### src/rtl/i2s_mic_transmitter.sv
// I2S responder transmitter. It drives one 24-bit channel slot onto sd using
// the master's sck/ws, which arrive asynchronously to clk. Samples come in
// through a 1-entry valid/ready buffer.
module i2s_mic_transmitter #(
  parameter int w_sample = 24,
  parameter int w_slot   = 32
) (
  input  logic                clk,
  input  logic                rst_n,
  input  logic [w_sample-1:0] sample,
  input  logic                sample_valid,
  output logic                sample_ready,
  input  logic                sck,
  input  logic                ws,
  input  logic                lr,
  output logic                sd,
  output logic                sd_oe,
  output logic                frame_start,
  output logic                underrun
);

  localparam int bw = $clog2(w_sample);
  localparam logic [bw-1:0] last_bit = bw'(w_sample - 1);

  localparam logic [1:0] IDLE  = 2'd0;
  localparam logic [1:0] DELAY = 2'd1;
  localparam logic [1:0] SHIFT = 2'd2;

  if (w_slot <= w_sample) begin : g_bad_slot
    $error("w_slot must exceed w_sample");
  end

  logic [1:0]          sck_s;
  logic [1:0]          ws_s;
  logic                sck_d;
  logic                fall;
  logic                ws_now;
  logic                ws_prev;
  logic                ws_seen;
  logic                ws_edge;
  logic                mine;
  logic [1:0]          state;
  logic [bw-1:0]       bitcnt;
  // Remaining bits after the MSB; the MSB goes straight from the buffer to sd.
  logic [w_sample-2:0] rest;
  logic                full;
  logic [w_sample-1:0] hold_reg;
  logic                consume;

  // Two-flop synchronisers for sck and ws, plus the delayed sck for edge detection.
  always_ff @(posedge clk or negedge rst_n) begin
    if (!rst_n) begin
      sck_s <= '0;
      ws_s  <= '0;
      sck_d <= 1'b0;
    end else begin
      sck_s <= {sck_s[0], sck};
      ws_s  <= {ws_s[0], ws};
      sck_d <= sck_s[1];
    end
  end

  assign fall    = sck_d & ~sck_s[1];
  assign ws_now  = ws_s[1];
  assign mine    = (ws_now == lr);
  // The first fall after reset only records ws, so a slot starts only on a
  // genuine ws transition into our channel.
  assign ws_edge = ws_seen & (ws_now != ws_prev);
  assign consume = fall & (state == DELAY) & ~ws_edge & full;

  assign sample_ready = ~full;

  // One-entry sample buffer: filled by the handshake, emptied when a slot starts.
  always_ff @(posedge clk or negedge rst_n) begin
    if (!rst_n) begin
      full     <= 1'b0;
      hold_reg <= '0;
    end else if (consume) begin
      full <= 1'b0;
    end else if (sample_valid && !full) begin
      hold_reg <= sample;
      full     <= 1'b1;
    end
  end

  // Slot sequencer: acts once per synchronised sck falling edge.
  always_ff @(posedge clk or negedge rst_n) begin
    if (!rst_n) begin
      state       <= IDLE;
      bitcnt      <= '0;
      rest        <= '0;
      sd          <= 1'b0;
      sd_oe       <= 1'b0;
      frame_start <= 1'b0;
      underrun    <= 1'b0;
      ws_prev     <= 1'b0;
      ws_seen     <= 1'b0;
    end else begin
      frame_start <= 1'b0;
      underrun    <= 1'b0;
      if (fall) begin
        ws_prev <= ws_now;
        ws_seen <= 1'b1;
        case (state)
          IDLE: begin
            if (ws_edge && mine) state <= DELAY;
          end
          DELAY: begin
            if (ws_edge) begin
              sd    <= 1'b0;
              sd_oe <= 1'b0;
              state <= mine ? DELAY : IDLE;
            end else begin
              rest        <= full ? hold_reg[w_sample-2:0] : '0;
              sd          <= full ? hold_reg[w_sample-1] : 1'b0;
              sd_oe       <= 1'b1;
              frame_start <= 1'b1;
              underrun    <= ~full;
              bitcnt      <= '0;
              state       <= SHIFT;
            end
          end
          SHIFT: begin
            if (ws_edge) begin
              sd    <= 1'b0;
              sd_oe <= 1'b0;
              state <= mine ? DELAY : IDLE;
            end else if (bitcnt == last_bit) begin
              sd    <= 1'b0;
              sd_oe <= 1'b0;
              state <= IDLE;
            end else begin
              sd     <= rest[w_sample-2];
              rest   <= rest << 1;
              bitcnt <= bitcnt + 1'b1;
            end
          end
          default: state <= IDLE;
        endcase
      end
    end
  end

endmodule

### config.mk
export PLATFORM = sky130hd
export DESIGN_NAME = i2s_mic_transmitter
export DESIGN_NICKNAME = d
export VERILOG_FILES = /design/src/rtl/i2s_mic_transmitter.sv
export SDC_FILE = /design/constraint.sdc
export NUM_CORES = 1
export LEC_CHECK = 0
export CORE_MARGIN = 5
export CORE_UTILIZATION = 32
export CTS_BUF_LIST = sky130_fd_sc_hd__clkbuf_4
export DETAILED_ROUTE_END_ITERATION = 10
export DONT_BUFFER_PORTS = 1
export MAX_ROUTING_LAYER = met4
export SLEW_MARGIN = 20
export SYNTH_ARGS = -nofsm -noshare
export SYNTH_HDL_FRONTEND = slang
export SYNTH_SLANG_ARGS = --single-unit
export TNS_END_PERCENT = 10
### constraint.sdc
create_clock -name clk -period 2.2 [get_ports clk]
set_clock_uncertainty 0.15 [all_clocks]
set_input_delay 0.22 -clock clk [delete_from_list [all_inputs] [get_ports clk]]
set_output_delay 0.22 -clock clk [all_outputs]
set_load 0.02 [all_outputs]
==> impl_results.md <==
* Post-DRT Antenna Nets at 0
* CP Max Fanout at 21
* Post-synthesis mux area share at 0.175
* Drt pass-1 iters at 4
* Reg2Reg Depth at 7
* Clk_lat worst skew at 410 ps
* Crit path launch type: register
* Crit path cell chain: inv_1 -> ha_1 -> buf_4 -> nor2b_1 -> buf_4 -> a22o_1 -> mux2_1
* Critical Path RT at 2350 ps
* R2R setup slack at 170 ps
* Inserted Diodes at 0
* Critical R2R Capture: rest[20]
* Die span in x at 105 um
* Pin slew with the least headroom to its limit at 540 ps
* Die area at 11000 sq um
* GP Congestion at 0.765
* Fin crit share at 0.925
* Fmax at 491 MHz
* Hold_sp: sample_valid
* Post-CTS setup buffers at 0
* Crit-path slowest cell: dfrtp_1
* #FFs+latches synth at 66
* Max Cap Viol at 0
* Mapped Cells at 218
* Main combinational cell family by area after synthesis: multiplexers
* Status: complete, no violations
* Adder-Cell Fraction of Synth Area at 0.0216
* Worst slew margin at 0.639
* Dpl cell area at 3060 sq um
* # port buffers at 0
* Core Region at 8760 sq um
* Crit path largest cell delay at 440 ps
* Setup-failing EPs final at 0
* Synth Area in Compound Gates at 0.137
* Root buffer cell: clkbuf_4
* CTS max path bufs at 2
* Top Ports at 35
* Hold Path End: hold_reg[5]
* Syn-to-layout area delta at 20.8%
* R2R Path Start: state[0]
* Fin. Hold Viols at 0
* Critical Path AT at 2180 ps
* Lkg Pwr at 1.55 nW
* CTS buffer count at 9
* Post-synthesis simple-gate area fraction at 0.0653
* Pwr/cell area at 1210 nW/um^2
* XOR/XNOR Fraction of Synth Area at 0.00303
* Final non-filler cell area at 3490 sq um
* Initial antenna violation count at 0
* RSZ-0062 raised after global routing: no
* Share of the synthesized area in the top cell type at 0.571
* Max reg flops at 24
* Avg Cell Area, Syn at 13.3 sq um
* Share of post-route cells with drive strength above 1 at 0.280
* FILL cells at 838
* Worst-path clk slew at 120 ps
* Dpl hpwl at 3770 um
* Post-synth top area cell: dfrtp_1
* Die Y at 105 um
* Count of pins over their slew limit at 0
* Cell mode on critical path: buf_4
* DRT iter0 DRCs at 65
* CP Class: register to register
* Time the worst path needs with I/O delays and setup at 2030 ps
* Initial core utilization at 0.330
* Syn Nets at 253
* GR Overflow Total at 0
* Global-route wire length before repair at 9650 um
* Worst vdd ir at 0.507 mV
* Post-Syn Area at 2890 sq um
* CTS H-tree depth at 3
* Vias in the first global route at 1945
* Maximum number of pins on one net before global-route repair at 67
* Sum Neg Setup Slack at 0 ps
* Sequential fraction of the synthesis area at 0.571
* Power Total at 4.22 mW
* Worst Hold Class: input port to register
* Synth cell types at 38
* CTS tree: done
* Vias after detailed routing at 1849
* CP endpoint kind: register
* Vias per cell at 5.01
* Nets at 291
* YS warnings at 0
* Gr usage total at 0.113
* Hold-critical path depth at 3
* Top post-synthesis cells by area: dfrtp_1 57%, mux2_2 17%, a22o_1 6.4%, ha_1 2.2%, nand2_1 1.4%
* WL/cell at 15.5 um
* Post-Route WL at 5720 um
* Clk sinks at 66
* # rows at 34
* Residual DRC count at 0
what timing repair did:
| item | 4_1_cts | 5_1_grt |
|---|---|---|
| hold endpoints to repair | 92 | 0 |
| resized for setup | 0 | 1 |
| setup endpoints to repair | 0 | 1 |
| hold buffers | 28 | 0 |
critical path: cells and delay by family (launching register included):
kind	cells	cell delay (ps)
fa+ha+maj	1	220
flops	1	440
mux	1	270
buf+inv	3	570
simple gates	1	100
compound gates	1	180
cell usage after synthesis:
cell type,instances
a32o_1,1
a32oi_1,1
o41ai_1,1
a22o_1,21
mux2_2,44
xor2_1,1
nor3b_1,2
and3_1,1
a211oi_4,1
a31oi_1,1
nor2_1,4
buf_2,2
ha_1,5
o21ai_2,1
o21ai_0,7
nand3_1,4
o21a_1,1
o2bb2ai_1,3
nand4b_1,1
and2_1,2
and4b_1,1
buf_1,1
a22oi_1,1
a21o_1,3
a221o_1,2
a211oi_1,1
nor2b_1,3
and3b_1,1
nor3_1,4
nand2b_1,2
buf_6,2
clkbuf_1,6
dfrtp_1,66
mux2_1,1
a21oi_1,3
inv_1,5
o32ai_1,1
nand2_1,11
metrics by stage:
| stage | hold WS (ps) | std cells | util | setup WS [ps] |
|---|---|---|---|---|
| floorplan | -226 | 218 | - | 283 |
| global placement | -224 | 325 | 0.349 | 148 |
| detailed placement | -224 | 325 | 0.349 | 121 |
| CTS | 106 | 369 | 0.398 | 110 |
| global route | 128 | 369 | 0.399 | 82.7 |
| finish | 119 | 369 | 0.399 | 165 |
power breakdown:
group	switching, mW	internal, mW	leakage (nW)
clock	0.440	0.350	0.0675
sequential	0.336	1.71	0.811
combinational	0.582	0.797	0.674
metal layers:
| metal | part of all wire | up-vias | global-route usage | wire [um] |
|---|---|---|---|---|
| met2 | 0.48 | 28 | 0.177 | 2750 |
| met3 | 0.027 | 13 | 0.0259 | 154 |
| li1 | - | 877 | - | - |
| met4 | 0.024 | 0 | 0.0548 | 135 |
| met1 | 0.47 | 931 | 0.136 | 2680 |
| met5 | 0 | - | - | 0 |
kinds of logic (layout without fill, tap and decap cells):
logic type | after synthesis | in the layout
adders and majority gates | 5 | 5
and+or+nand+nor | 36 | 36
DFF | 66 | 66
xor gates and xnor gates | 1 | 1
buffers and inverters | 16 | 59
AOI/OAI and AO/OA | 49 | 49
muxes | 45 | 45
worst max path at each step:
stage          startpoint   endpoint  cells after the start
2_1_floorplan    state[0]  bitcnt[2]                      7
4_1_cts           ws_prev  bitcnt[4]                      4
5_1_grt          state[0]    rest[6]                      7
3_3_place_gp      ws_prev  bitcnt[4]                      4
6_report         state[0]   rest[20]                      7
3_5_place_dp      ws_prev  bitcnt[4]                      4
cell usage in the layout (no fill, tap or decap), types with 2 or more instances in the layout:
cell type,count
o21ai_0,7
o2bb2ai_1,3
inv_1,5
clkinv_1,2
clkbuf_4,10
nor2_1,4
buf_4,9
dlygate4sd3_1,27
a21o_1,3
nor3_1,4
nand3_1,4
a21oi_1,2
ha_1,5
mux2_2,44
a221o_1,2
nand2b_1,2
nand2_1,11
and2_1,2
clkinvlp_4,2
dfrtp_1,66
a22o_1,21
nor3b_1,2
nor2b_1,2
layout make-up:
| class | count | area, sq um | share of cell area |
|---|---|---|---|
| flip-flops and latches | 66 | 1650 | 0.473 |
| clock buffers | 10 | 75.1 | 0.0215 |
| inverters | 5 | 18.8 | 0.00537 |
| well taps | 108 | 135 | 0.0387 |
| repair buffers | 38 | 385 | 0.110 |
| multi-input cells | 136 | 1170 | 0.335 |
| clock inverters | 6 | 57.6 | 0.0165 |
Power figures use the tool's default switching activity.
